`config.mk`:
```
export PLATFORM = sky130hd
export DESIGN_NAME = regfile_wb_arbiter
export DESIGN_NICKNAME = d
export VERILOG_FILES = /design/src/rtl/regfile_wb_arbiter.sv
export SDC_FILE = /design/constraint.sdc
export NUM_CORES = 1
export LEC_CHECK = 0
export CAP_MARGIN = 25
export CORE_MARGIN = 4
export CORE_UTILIZATION = 30
export CTS_CLUSTER_DIAMETER = 150
export DETAILED_ROUTE_END_ITERATION = 6
export PLACE_DENSITY = 0.58
export SLEW_MARGIN = 20
export SYNTH_ARGS = -nofsm -noshare
export SYNTH_HDL_FRONTEND = slang
export SYNTH_SLANG_ARGS = --single-unit
```
`constraint.sdc`:
```
create_clock -name CLK -period 4.7 [get_ports CLK]
set_input_delay 0.94 -clock CLK [delete_from_list [all_inputs] [get_ports CLK]]
set_output_delay 0.94 -clock CLK [all_outputs]
set_load 0.05 [all_outputs]
```
`src/rtl/regfile_wb_arbiter.sv`:
```
// regfile_wb_arbiter
//   Shares the single register-file write port between the in-order pipeline
//   writeback and an out-of-order long-latency unit. Long results are queued
//   in a small FIFO and drained whenever the pipeline does not need the port.
//   A 32-bit scoreboard of outstanding long destinations drives Stall to
//   decode on RAW/WAW hazards.
//
//   Optional feature: define REGFILE_CLEAR_EN to zero-fill r0..r31 after reset
//   (32 cycles, Busy/Stall held high, all inputs ignored).
//
// Ports
//   CLK, Resetn                 clock, asynchronous active-low reset
//   PipeWr/PipeRw/PipeBusW      pipeline writeback request
//   LongValid/LongRw/LongBusW   long-unit result; LongReady = FIFO can accept
//   Ra, Rb, DecRd, DecRdValid   decode operands / destination
//   IssueLong                   decode issues a long op to DecRd
//   Stall, Busy                 hold decode / clear sequence running
//   RegWr, Rw, busW             register file write port
module regfile_wb_arbiter #(
    parameter int unsigned FIFO_DEPTH = 2,
    parameter int unsigned DATA_W     = 32
) (
    input  logic              CLK,
    input  logic              Resetn,
    input  logic              PipeWr,
    input  logic [4:0]        PipeRw,
    input  logic [DATA_W-1:0] PipeBusW,
    input  logic              LongValid,
    output logic              LongReady,
    input  logic [4:0]        LongRw,
    input  logic [DATA_W-1:0] LongBusW,
    input  logic [4:0]        Ra,
    input  logic [4:0]        Rb,
    input  logic [4:0]        DecRd,
    input  logic              DecRdValid,
    input  logic              IssueLong,
    output logic              Stall,
    output logic              Busy,
    output logic              RegWr,
    output logic [4:0]        Rw,
    output logic [DATA_W-1:0] busW
);

    localparam int unsigned AW = (FIFO_DEPTH > 1) ? $clog2(FIFO_DEPTH) : 1;
    localparam int unsigned CW = AW + 1;

    logic [4:0]        fifo_rw_q   [FIFO_DEPTH];
    logic [DATA_W-1:0] fifo_data_q [FIFO_DEPTH];
    logic [AW-1:0]     wr_ptr_q, wr_ptr_d;
    logic [AW-1:0]     rd_ptr_q, rd_ptr_d;
    logic [CW-1:0]     count_q, count_d;
    logic [31:0]       pending_q, pending_d;

    logic       run;
    logic [4:0] clr_idx;
    logic       full, empty;
    logic       pipe_win, pop, push, issue;

`ifdef REGFILE_CLEAR_EN
    localparam logic ST_CLEAR = 1'b0;
    localparam logic ST_RUN   = 1'b1;

    logic       state_q, state_d;
    logic [4:0] clr_cnt_q, clr_cnt_d;

    always_comb begin
        state_d   = state_q;
        clr_cnt_d = clr_cnt_q;
        if (state_q == ST_CLEAR) begin
            clr_cnt_d = clr_cnt_q + 5'd1;
            if (clr_cnt_q == 5'd31) begin
                state_d = ST_RUN;
            end
        end
    end

    always_ff @(posedge CLK or negedge Resetn) begin
        if (!Resetn) begin
            state_q   <= ST_CLEAR;
            clr_cnt_q <= '0;
        end else begin
            state_q   <= state_d;
            clr_cnt_q <= clr_cnt_d;
        end
    end

    assign run     = (state_q == ST_RUN);
    assign clr_idx = clr_cnt_q;
`else
    assign run     = 1'b1;
    assign clr_idx = '0;
`endif

    assign Busy  = ~run;
    assign full  = (count_q == CW'(FIFO_DEPTH));
    assign empty = (count_q == '0);

    // Resetn gates the handshake so LongReady reads 0 while reset is held.
    assign LongReady = Resetn & run & ~full;

    // Pipeline write to r0 does not claim the port, letting the FIFO drain.
    assign pipe_win = PipeWr & (PipeRw != 5'd0);
    assign pop      = run & ~pipe_win & ~empty;
    // A long result to r0 completes the handshake but is never stored.
    assign push     = LongValid & LongReady & (LongRw != 5'd0);

    assign Stall = Busy | pending_q[Ra] | pending_q[Rb] |
                   (DecRdValid & pending_q[DecRd]);
    assign issue = IssueLong & ~Stall & (DecRd != 5'd0);

    always_comb begin
        RegWr = 1'b0;
        Rw    = '0;
        busW  = '0;
        if (!Resetn) begin
            RegWr = 1'b0;
        end else if (!run) begin
            RegWr = 1'b1;
            Rw    = clr_idx;
        end else if (pipe_win) begin
            RegWr = 1'b1;
            Rw    = PipeRw;
            busW  = PipeBusW;
        end else if (!empty) begin
            RegWr = 1'b1;
            Rw    = fifo_rw_q[rd_ptr_q];
            busW  = fifo_data_q[rd_ptr_q];
        end
    end

    always_comb begin
        wr_ptr_d = push ? wr_ptr_q + AW'(1) : wr_ptr_q;
        rd_ptr_d = pop  ? rd_ptr_q + AW'(1) : rd_ptr_q;
        count_d  = count_q;
        if (push && !pop) begin
            count_d = count_q + CW'(1);
        end else if (pop && !push) begin
            count_d = count_q - CW'(1);
        end
    end

    // Issue requires the destination not pending, so set and clear of the
    // same bit cannot coincide; the order below is therefore immaterial.
    always_comb begin
        pending_d = pending_q;
        if (pop) begin
            pending_d[fifo_rw_q[rd_ptr_q]] = 1'b0;
        end
        if (issue) begin
            pending_d[DecRd] = 1'b1;
        end
        pending_d[0] = 1'b0;
    end

    always_ff @(posedge CLK or negedge Resetn) begin
        if (!Resetn) begin
            wr_ptr_q  <= '0;
            rd_ptr_q  <= '0;
            count_q   <= '0;
            pending_q <= '0;
        end else begin
            wr_ptr_q  <= wr_ptr_d;
            rd_ptr_q  <= rd_ptr_d;
            count_q   <= count_d;
            pending_q <= pending_d;
        end
    end

    always_ff @(posedge CLK) begin
        if (push) begin
            fifo_rw_q[wr_ptr_q]   <= LongRw;
            fifo_data_q[wr_ptr_q] <= LongBusW;
        end
    end

endmodule

```
**Word-level counts from Yosys, hierarchy flattened**

Memories as Yosys holds them, arrays and structs flattened.
Index checks and enable logic that the tools add are counted.
Widths: inputs -> output; s select.

- Bits in registers: 35
- Output and inout bits: 41
- Memories: 2
- Bits in writable memories: 74

- Reductions and logical operators: 11
- Bitwise logic cells: 17
- $add $sub $neg: 4
- $lt $le $gt $ge: 6
- Multiplexer cells: 25
- Equal/unequal tests: 1

Memory list:

| memory | depth | bits a word | read ports | clocked after memory_dff | write ports | RTL line | text |
|---|---|---|---|---|---|---|---|
| fifo_data_q | 2 | 32 | 1 | 0 | 1 | 48 | `logic [DATA_W-1:0] fifo_data_q [FIFO_DEPTH];` |
| fifo_rw_q | 2 | 5 | 1 | 0 | 1 | 47 | `logic [4:0] fifo_rw_q [FIFO_DEPTH];` |

Operators by type and width:

| operator | count |
|---|---|
| $mux 32 | 5 |
| $and 32x32->32 | 1 |
| $not 32->32 | 1 |
| $or 32x32->32 | 1 |
| $lt 5x6->1 const B | 4 |
| $bmux 1 s5 | 3 |
| $mux 5 | 3 |
| $reduce_bool 5->1 | 3 |
| $demux 1 s5 | 2 |
| $ge 5x1->1 const B | 2 |
| $mux 1 | 10 |
| $and 1x1->1 | 8 |
| $logic_and 1x1->1 | 4 |
| $mux 2 | 2 |
| $not 1->1 | 4 |
| $add 1x1->1 const B | 2 |
| $add 2x1->2 const B | 1 |
| $eq 2x2->1 const B | 1 |
| $logic_not 1->1 | 2 |
| $logic_not 2->1 | 1 |
| $or 1x1->1 | 2 |
| $reduce_bool 2->1 | 1 |
| $sub 2x1->2 const B | 1 |

**Longest topological paths before layout**

Gate-level depths: netlist (run 1).
An unclocked memory read counts as a cell.

- Word-level depth: 10
- Depth in mapped cells: 9
- Depth with buffers taken out: 8

**Worst setup path after synthesis (run 1)**

No wires, ideal clock.

- Path kind: in2reg
- Start point: in Resetn
- End point: mem fifo_data_q[0][0] (enable)
- Data required time: 4.264 ns
- Cell stages on the path: 4
- Path slack: 0.015 ns
- Arrival time: 4.249 ns
- Cell sequence: a21boi_0 > nand2_1 > a21oi_1 > nor2b_1

- Word-level cells in the longest chain between the ends: 5

RTL lines:

| item | RTL line | text |
|---|---|---|
| start: declaration | 24 | `input logic Resetn,` |
| $and 1x1->1 | 99 | `assign LongReady = Resetn & run & ~full;` |
| $and 1x1->1 (2 in series) | 105 | `assign push = LongValid & LongReady & (LongRw != 5'd0);` |
| $mux 1 | 170 | `if (push) begin` |
| $mux 1 (not written as such) | 172 | `fifo_data_q[wr_ptr_q] <= LongBusW;` |
| end: declaration | 48 |  |

Every way passes these cells.

**Worst setup path in the final report (run 1)**

- Start point: in PipeRw[2]
- End point: out busW[29]

- Word-level cells in the longest chain between the ends: 4

RTL lines:

| item | RTL line | text |
|---|---|---|
| start: declaration | 26 | `input logic [4:0] PipeRw,` |
| $reduce_bool 5->1 | 102 | `assign pipe_win = PipeWr & (PipeRw != 5'd0);` |
| $and 1x1->1 | 102 |  |
| $mux 32 | 120 | `end else if (pipe_win) begin` |
| $mux 32 | 115 | `if (!Resetn) begin` |
| end: declaration | 41 | `output logic [DATA_W-1:0] busW` |

Every way passes these cells.

==> results.md, run 1 <==
* Die Y at 149 um
* Drt drc at 0
* Placed cell count at 896
* DP HPWL at 12.3 mm
* Avg Inst Size Synth at 11.3 um2
* PnR worst setup slack at 422 ps
* Seq/Total Area, Yosys at 52.3%
* CTS Sinks at 109
* CTS HTree Levels at 3
* Drt pass-1 iters at 5
* Detailed-route via count at 4609
* Commonest non-fill, non-tap cell in the layout: clkdlybuf4s50_1
* Total gr overflow at 0
* Min cycle time layout at 4280 ps
* WL final at 16.5 mm
* Syn Nets at 618
* FFs w/ async S/R, synth at 32.1%
* First-pass GRT wire length at about 26 mm
* Max IR drop VDD at 0.200 mV
* Post-synthesis compound-gate area fraction at 11.9%
* Synthesized area at 5920 um2
* Most frequent cells in the layout: clkdlybuf4s50_1, edfxtp_1, mux2i_1
* Area growth syn-to-layout at 36.3%
* Achievable Freq at between 200 and 250 MHz
* Mapped Cells at ~520
* Largest net degree at the start of global routing at 71
* Chip width at 149 um
* CP Cell Sequence: clkdlybuf4s50_1, or4_1, o21a_2, buf_4, nor3_1, a21oi_1, nor2b_1, buf_12
* Initial drt markers at between 300 and 400
* CTS tree: yes
* WS Path Type: input port to output port
* Total global-route track usage at between 10% and 20%
* Routed len/inst at 18.1 um
* Worst-Margin Slew at 1040 ps
* Initial antenna violation count at 1
* Final nets at between 700 and 800
* Cell Pwr Density at 470 nW/um2
* Leak Pwr at about 2.9 nW
* Min-delay worst type: input port to asynchronous set/reset pin
* IO buf count at 134
* Worst EP arrival at 3340 ps
* CTS Buffer Depth at 2
* Routability Congestion at 0.898
* RSZ-0062 raised after global routing: false
* Post-synth EDFFs at 74
* Rel. slew slack at 30.4%
* Post-synthesis mux area share at about 16%
* Syn. warnings at 0
* Vias in the first global route at between 4k and 5k
* Finish-stage setup viols at 0
* Max-cap violation count at 0
* Latest clock arrival within the worst-skew pair at 340 ps
* Tot Pwr at roughly 3.8 mW
* Final Cycle Share at 91.0%
* Post-synth cell types at 56
* Post-CTS sizing at 0
* Die Area at approximately 22000 um2
* Xor/xnor cell area share of the yosys netlist at 0.739%
* CP peak stage delay at between 500 and 600 ps
* Critical-path top delay cell: or4_1
* Post-synthesis simple-gate area fraction at 15.4%
* Pre-CTS WS at 412 ps
* Cell Rows at between 50 and 60
* Setup Fix Bufs, Post-CTS at 0
* Synth Area in Adders at 0.211%
* Clock buffer count from CTS at 9
* DR vias/cell at roughly 5.1
* Cell Count, Final, Fillers Out at between 900 and 1k
* Hold Vio Cnt, Final at 0
* Main combinational cell family by area after synthesis: multiplexers
* # IOs at ~140
* CTS Root Buffer Type: clkbuf_16
* Critical Path Fanout Max at 43
* Clk pin slew, worst setup/hold paths at 80 ps
* CP Capture Type: output port
* Starting Density at 30.4%
* Setup tns final at 0 ps
* Crit path launch type: input port
* Routed Antenna Nets at 0
* #FFs+latches synth at 109
* Critical Path RT at between 3000 and 4000 ps
* Primary FF master, synth: edfxtp_1
* Core outline area at between 15000 and 20000 um2
* Number of antenna diodes at 0
* Worst Skew at 11.3 ps
* Fraction of layout cells with a size suffix above 1 at 14.8%
* Cts hold-fix bufs at 0
* Status: complete, no violations
* Max-slew violation count at 0
worst max-delay path, delay by kind of cell:
family / cells / cell delay, ps
AOI/OAI and AO/OA: 2 / 400
buffers and inverters: 3 / 900
and+or+nand+nor: 3 / 1070
area by class of cell:
class | instances | area (um2)
well taps | 265 | 332
flip-flops and latches | 109 | 3100
fillers | 1845 | 11400
clock inverters | 7 | 88.8
repair buffers | 145 | 1700
multi-input cells | 371 | 2610
clock buffers | 9 | 225
inverters | 6 | 22.5
kinds of logic after synthesis:
| group | Yosys count |
|---|---|
| AO/OA/AOI/OAI | 123 |
| XOR/XNOR | 5 |
| adder cells (fa/ha/maj) | 1 |
| buffers and inverters | 42 |
| flip-flops | 109 |
| multiplexers | 72 |
| other | 1 |
| AND/OR/NAND/NOR | 169 |
final timing paths:
path                             from  cells past startpoint           endpoint  slack [ps]
max                         PipeRw[2]                      8           busW[29]         420
min                            Resetn                      1         count_q[1]         400
max reg2reg                count_q[0]                      6  fifo_data_q[0][4]        2240
min reg2reg                  wr_ptr_q                      1           wr_ptr_q         540
max in group asynchronous      Resetn                      2           rd_ptr_q        3340
min in group CLK             wr_ptr_q                      1           wr_ptr_q         540
synth_stat cells, types with 3 or more instances:
| cell type | count | area share (%) |
|---|---|---|
| a21oi_1 | 35 | 3.0 |
| xor2_1 | 4 | 0.59 |
| mux2_2 | 4 | 0.76 |
| nor3b_1 | 5 | 0.63 |
| edfxtp_1 | 74 | 38 |
| buf_6 | 8 | 1.5 |
| nor3_1 | 35 | 3.0 |
| nor2b_1 | 40 | 4.2 |
| nor2_1 | 10 | 0.63 |
| o22ai_1 | 4 | 0.42 |
| inv_1 | 6 | 0.38 |
| nand3_1 | 5 | 0.42 |
| clkbuf_1 | 19 | 1.2 |
| nand2b_1 | 3 | 0.32 |
| dfrtp_1 | 35 | 15 |
| o32a_1 | 3 | 0.51 |
| nand4_1 | 4 | 0.42 |
| buf_2 | 6 | 0.51 |
| a22oi_1 | 4 | 0.51 |
| o21ai_0 | 22 | 1.9 |
| nand2_1 | 45 | 2.9 |
| o21ai_1 | 42 | 3.5 |
| nand3b_1 | 6 | 0.76 |
| mux4_2 | 13 | 4.9 |
| mux2i_1 | 52 | 8.8 |
where the power goes:
| group | switching, mW | internal, mW |
|---|---|---|
| Clock | 0.363 | 0.426 |
| Combinational | 0.861 | 0.686 |
| Sequential | 0.212 | 1.25 |
metrics by stage:
step	utilization (%)	hold slack [ps]	cell area, um2
2_1_floorplan	-	455	5920
3_3_place_gp	39.9	521	7760
3_5_place_dp	39.9	526	7760
4_1_cts	41.5	385	8080
5_1_grt	41.5	388	8080
6_report	41.5	398	8080
flip-flops by register name (all words and copies together) (netlist names):
register,count
wr_ptr_q,1
fifo_rw_q,10
count_q,2
fifo_data_q,64
pending_q,31
rd_ptr_q,1
metal layers:
layer  vias up  GRT usage (%)  wire [um]
met1      2231           18.6       6960
met4         2           3.56        165
li1       2197              -          -
met5         -              0         13
met2       165           24.3       7780
met3        14           5.48       1560
Note: power is estimated with default switching activity, not from simulation.
==> inputs of run 2 (changes only) <==
- GPL_TIMING_DRIVEN: not set -> 0
==> results.md, run 2 (same netlist as run 1, synthesis figures left out) <==
* IO buf count at 128 (-4.5%)
* Biggest regs: fifo_data_q (64), pending_q (31), fifo_rw_q (10)
* WL final at 17.0 mm (+3.3%)
* Rel. slew slack at 34.9% (+4.5 points)
* Die Area at 22100 um2 (unchanged)
* Clk pin slew, worst setup/hold paths at 80 ps (about the same)
* Commonest non-fill, non-tap cell in the layout: clkdlybuf4s50_1
* Worst R2R Path Depth at 7 (+1)
* Worst-Margin Slew at 974 ps (-68.0 ps)
* Critical Path RT at 3760 ps (about the same)
* Finish-stage setup viols at 0 (unchanged)
* Cell internal pwr at 2.24 mW (-5.1%)
* Worst R2R Setup Slack at 2380 ps (+140 ps)
* Net Sw Frac at 39.5% (+1.7 points)
* Largest net degree at the start of global routing at 30 (-58%)
* Clock buffer count from CTS at 9 (unchanged)
* CTS Root Buffer Type: clkbuf_16
* Number of antenna diodes at 0 (unchanged)
* Cell Pwr Density at 467 nW/um2 (-0.52%)
* Fraction of layout cells with a size suffix above 1 at 9.57% (-5.3 points)
* Final Cycle Share at 98.0% (+6.9 points)
* Achievable Freq at 217 MHz (-7.1%)
* Biggest register: fifo_data_q
* PnR worst setup slack at 95.8 ps (-326 ps)
* Leak Pwr at 3.08 nW (+5.5%)
* Total global-route track usage at 15.5% (+0.65 points)
* Final nets at 760 (+3.0%)
* Max-cap violation count at 0 (unchanged)
* R2R Path End: fifo_data_q[0][4]
* Min cycle time layout at 4600 ps (+326 ps)
* Routed Antenna Nets at 0 (unchanged)
* CTS tree: yes
* Number of flip-flops under the largest register name at 64 (unchanged)
* Most frequent cells in the layout: clkdlybuf4s50_1, edfxtp_1, mux2i_1
* Die Y at 149 um (unchanged)
* Critical-path top delay cell: clkdlybuf4s50_1
* DR vias/cell at 5.07 (+0.36%)
* CTS Sinks at 109 (unchanged)
* Drt drc at 0 (unchanged)
* Final core utilization at 40.7% (-0.83 points)
* Worst Skew at 11.6 ps (+0.293 ps)
* DP HPWL at 12.8 mm (+4.3%)
* Top Family by Delay on Critical Path: buffers and inverters
* RSZ-0062 raised after global routing: false
* Routability Congestion at 0.855 (-4.9%)
* CTS HTree Levels at 3 (unchanged)
* Cell Rows at 51 (unchanged)
* CTS Buffer Depth at 2 (unchanged)
* Reg power frac at 38.1% (-0.3 points)
* Max IR drop VDD at 0.186 mV (-7.3%)
* Cts hold-fix bufs at 0 (unchanged)
* Min-delay worst type: input port to asynchronous set/reset pin
* CP Cell Sequence: clkdlybuf4s50_1, or4_1, o21a_1, buf_6, nor2_2, a22oi_1, nor2b_1, clkdlybuf4s50_1
* Comb power frac at 41.4% (+0.6 points)
* Vias in the first global route at 4940 (+1.1%)
* Crit path launch type: input port
* Max-slew violation count at 0 (unchanged)
* Chip width at 149 um (unchanged)
* CP Capture Type: output port
* Initial drt markers at 262 (-29%)
* Top cell by count, worst path: clkdlybuf4s50_1
* First-pass GRT wire length at 26.7 mm (+2.7%)
* Initial antenna violation count at 0 (-1)
* Status: complete, no violations
* Clock share of power at 20.5% (-0.3 points)
* Detailed-route via count at 4737 (+2.8%)
* Latest clock arrival within the worst-skew pair at 350 ps (about the same)
* # IOs at 136 (unchanged)
* Worst Path Buf+Inv at 3 (unchanged)
* P_sw at 1.46 mW (+1.8%)
* Worst R2R Start: count_q[0]
* Routed len/inst at 18.2 um (+0.84%)
* Total gr overflow at 0 (unchanged)
* CP peak stage delay at 820 ps (+280 ps)
* Starting Density at 30.4% (unchanged)
* Pre-CTS WS at -274 ps (-686 ps)
* Critical Path Fanout Max at 8 (-81%)
* Area growth syn-to-layout at 33.6%
* Core outline area at 19500 um2 (unchanged)
* WS Path Type: input port to output port
* Hold Vio Cnt, Final at 0 (unchanged)
* Drt pass-1 iters at 5 (unchanged)
* Min Hold Slack at 499 ps (+101 ps)
* Worst EP arrival at 3660 ps (+320 ps)
run 2: changes by cell type in the layout (fill, tap and decap cells not counted), moves of 2 or more:
cell,change
buf_6,+8
dlymetal6s2s_1,+14
buf_1,+2
buf_2,+6
dlygate4sd2_1,+19
clkbuf_1,+19
clkdlybuf4s50_1,-2
buf_12,-28
buf_4,-18
run 2: worst max path at each step:
| stage | end | startpoint | slack, ps | cells past startpoint |
|---|---|---|---|---|
| 5_1_grt | RegWr | PipeRw[2] | 9 | 8 |
| 2_1_floorplan | fifo_data_q[0][0] | Resetn | 20 | 4 |
| 4_1_cts | busW[15] | PipeRw[2] | 2 | 9 |
| 3_5_place_dp | Stall | DecRd[4] | -270 | 8 |
| 3_3_place_gp | fifo_data_q[0][17] | Resetn | -1870 | 5 |
| 6_report | Rw[3] | PipeRw[2] | 100 | 8 |
run 2: area by class of cell:
class | instances | area (um2)
multi-input combinational | 371 | 2610
fill | 1911 | 11500
timing repair buffer | 131 | 1350
buffer | 36 | 206
sequential | 109 | 3100
tap | 265 | 332
inverter | 6 | 22.5
clock inverter | 7 | 70.1
clock buffer | 9 | 225
run 2: power groups by stage:
stage / sequential [mW] / combinational (mW) / clock (mW)
2_1_floorplan: 1.36 / 1.08 / 0
3_3_place_gp: 1.42 / 1.52 / 0
3_5_place_dp: 1.43 / 1.57 / 0
4_1_cts: 1.40 / 1.55 / 0.769
5_1_grt: 1.43 / 1.67 / 0.811
6_report: 1.41 / 1.53 / 0.758
run 2: routing by layer:
layer	wire length (um)	track usage, %
met5	0	0
met4	278	4.34
met3	1460	4.97
met2	7840	24.3
met1	7430	20.6
run 2: worst register-to-register path: stages, from the launching register on:
cell      delay (ps)
dfrtp_1          330
clkbuf_1         220
inv_1             60
a21boi_0         270
nand2_1           90
a21oi_1          270
nor2b_4          500
buf_12           260
run 2: repair_timing:
action | CTS | global route
pin swaps | 0 | 0
endpoints found under the setup margin | 20 | 15
gates resized for setup | 21 | 16
setup buffers | 0 | 0
run 2: per-stage QoR:
| step | power, mW | cells | setup TNS (ps) | area (um2) |
|---|---|---|---|---|
| floorplan | 2.44 | 522 | 0 | 5920 |
| global placement | 2.94 | 915 | -109300 | 7540 |
| detailed placement | 2.99 | 918 | -685 | 7610 |
| CTS | 3.73 | 934 | 0 | 7880 |
| global route | 3.92 | 934 | 0 | 7920 |
| finish | 3.70 | 934 | 0 | 7920 |
==> inputs of run 3 (changes only) <==
- CORE_MARGIN: 4 -> not set
- clock period: 4.7 -> 4.75 ns (I/O delays scaled with it)
==> results.md, run 3 (same netlist as run 1, synthesis figures left out) <==
* PnR worst setup slack at 152 ps (+56.4 ps)
* Achievable Freq at around 220 MHz
* Number of flip-flops under the largest register name at 64 (unchanged)
* Critical Path RT at 3800 ps (+40 ps)
* Min-delay worst type: input port to asynchronous set/reset pin
* CTS Sinks at 109 (unchanged)
* Final Cycle Share at a little over nine tenths
* Starting Density at 30.5% (+0.10 points)
* CP Depth at 9 (+1)
* Reg area at 3100 um2 (unchanged)
* Cts hold-fix bufs at 0 (unchanged)
* CP Cell Sequence: clkdlybuf4s50_1, or4_1, o21a_1, buf_6, buf_6, nor3_1, a21oi_1, nor2b_1, clkdlybuf4s50_1
* Finish-stage setup viols at 0 (unchanged)
* Cell Rows at 51 (unchanged)
* Vias in the first global route at 4876 (-1.3%)
* Cell Pwr Density at 457 nW/um2 (-2.2%)
* Worst-Margin Slew at 997 ps (+22.5 ps)
* CP Capture Type: output port
* Commonest non-fill, non-tap cell in the layout: clkdlybuf4s50_1
* Rel. slew slack at 33.4% (-1.5 points)
* Worst R2R Start: count_q[0]
* Initial antenna violation count at 0 (unchanged)
* CTS tree: yes
* WS Path Type: input port to output port
* Detailed-route via count at 4754 (+0.36%)
* DR vias/cell at 5.09 (+0.36%)
* Worst Path Buf+Inv at 4 (+1)
* Crit path launch type: input port
* R2R Path End: fifo_data_q[0][4]
* # fillers at 1907 (-0.21%)
* Worst EP arrival at 3650 ps (about the same)
* CTS Root Buffer Type: clkbuf_16
* M1 wire length at 7.32 mm (-1.5%)
* Routed Antenna Nets at 0 (unchanged)
* Top Layer Used: met4
* Critical Path Start: PipeRw[2]
* Pre-CTS WS at -204 ps (+70.4 ps)
* Number of antenna diodes at 0 (unchanged)
* Max-cap violation count at 0 (unchanged)
* Largest net degree at the start of global routing at 35 (+17%)
* Total gr overflow at 0 (unchanged)
* Routed len/inst at 17.8 um (-2.4%)
* Critical Path Fanout Max at 10 (+2)
* Initial drt markers at 284 (+8.4%)
* CP endpoint: busW[0]
* Setup tns final at 0 ps (unchanged)
* Max-slew violation count at 0 (unchanged)
* Hold Vio Cnt, Final at 0 (unchanged)
* DP HPWL at 12.3 mm (-3.7%)
* Drt pass-1 iters at 4 (-1)
* Worst R2R Path Depth at 7 (unchanged)
* CTS Buffer Depth at 2 (unchanged)
* Drt drc at 0 (unchanged)
* Fraction of layout cells with a size suffix above 1 at 9.42% (-0.15 points)
* Biggest register: fifo_data_q
* Met3 routed WL at 1.30 mm (-11%)
* Area growth syn-to-layout at 34.0%
* First-pass GRT wire length at 26.4 mm (-1.4%)
* Status: complete, no violations
* Leak Pwr at 3.20 nW (+3.9%)
* Most frequent cells in the layout: clkdlybuf4s50_1, edfxtp_1, mux2i_1
* Total global-route track usage at 16.9% (+1.5 points)
* Latest clock arrival within the worst-skew pair at 340 ps (about the same)
* Routability Congestion at 0.831 (-2.8%)
* Critical-path top delay cell: clkdlybuf4s50_1
* CTS HTree Levels at 3 (unchanged)
* Worst R2R Setup Slack at 2460 ps (+80 ps)
* WL final at 16.6 mm (-2.4%)
* Worst Skew at 7.01 ps (-4.61 ps)
* WL met2 at 7.76 mm (-1.0%)
* Biggest regs: fifo_data_q (64), pending_q (31), fifo_rw_q (10)
* Die Area at 20300 um2 (-7.9%)
* Multi-input logic area at 2610 um2 (unchanged)
* # IOs at 136 (unchanged)
* CP peak stage delay at 810 ps (about the same)
* IO buf count at 128 (unchanged)
* Core outline area at 19400 um2 (-0.33%)
* Clk pin slew, worst setup/hold paths at 70 ps (about the same)
* Min Hold Slack at 413 ps (-86.3 ps)
* Final nets at 760 (unchanged)
* Chip width at 143 um (-4.0%)
* Top Family by Delay on Critical Path: buffers and inverters
* Clock buffer count from CTS at 9 (unchanged)
* RSZ-0062 raised after global routing: false
* Tot Pwr at 3.63 mW (-1.9%)
* Max IR drop VDD at 0.181 mV (-2.3%)
* Die Y at 143 um (-4.0%)
* Final core utilization at 40.9% (+0.26 points)
* Min cycle time layout at 4600 ps
-- run 3: final cells by class --
type	count	share of cell area, %
sequential	109	39.0
multi-input combinational	371	32.9
timing repair buffer	131	17.6
tap	265	4.18
clock buffer	9	2.84
buffer	36	2.60
clock inverter	7	0.615
inverter	6	0.284
-- run 3: worst min-delay path by stage --
stage                     startpoint             to  slack, ps  cells past startpoint
after floorplan             wr_ptr_q       wr_ptr_q        460                      1
after global placement      wr_ptr_q       wr_ptr_q        470                      1
after detailed placement  count_q[1]     count_q[1]        510                      1
after CTS                     Resetn  pending_q[19]        410                      1
after global routing          Resetn  pending_q[17]        410                      1
final                         Resetn  pending_q[18]        410                      1
-- run 3: through the flow --
step                      cell area (um2)  std cells
final                                7940        934
after global routing                 7940        934
after CTS                            7880        934
after detailed placement             7600        918
after global placement               7540        915
after floorplan                      5920        522
-- run 3: power by group --
part,switching (mW),internal (mW)
Sequential,0.167,1.23
Combinational,0.905,0.623
Clock,0.345,0.357
-- run 3: timing repair --
action	CTS	global route
endpoints found under the setup margin	4	28
gates resized for setup	5	29
cloned	0	0
buffers inserted	0	0
-- run 3: routing by layer --
metal	vias up	GRT usage, %
met5	-	0
li1	2233	-
met2	176	27.2
met3	18	4.48
met1	2327	22.5
met4	0	4.58
-- run 3: worst register-to-register path, delay by kind of cell, from the launching register on --
| family | cells | cell delay [ps] |
|---|---|---|
| flip-flops | 1 | 330 |
| AO/OA/AOI/OAI | 2 | 520 |
| AND/OR/NAND/NOR | 2 | 600 |
| buffers and inverters | 3 | 530 |
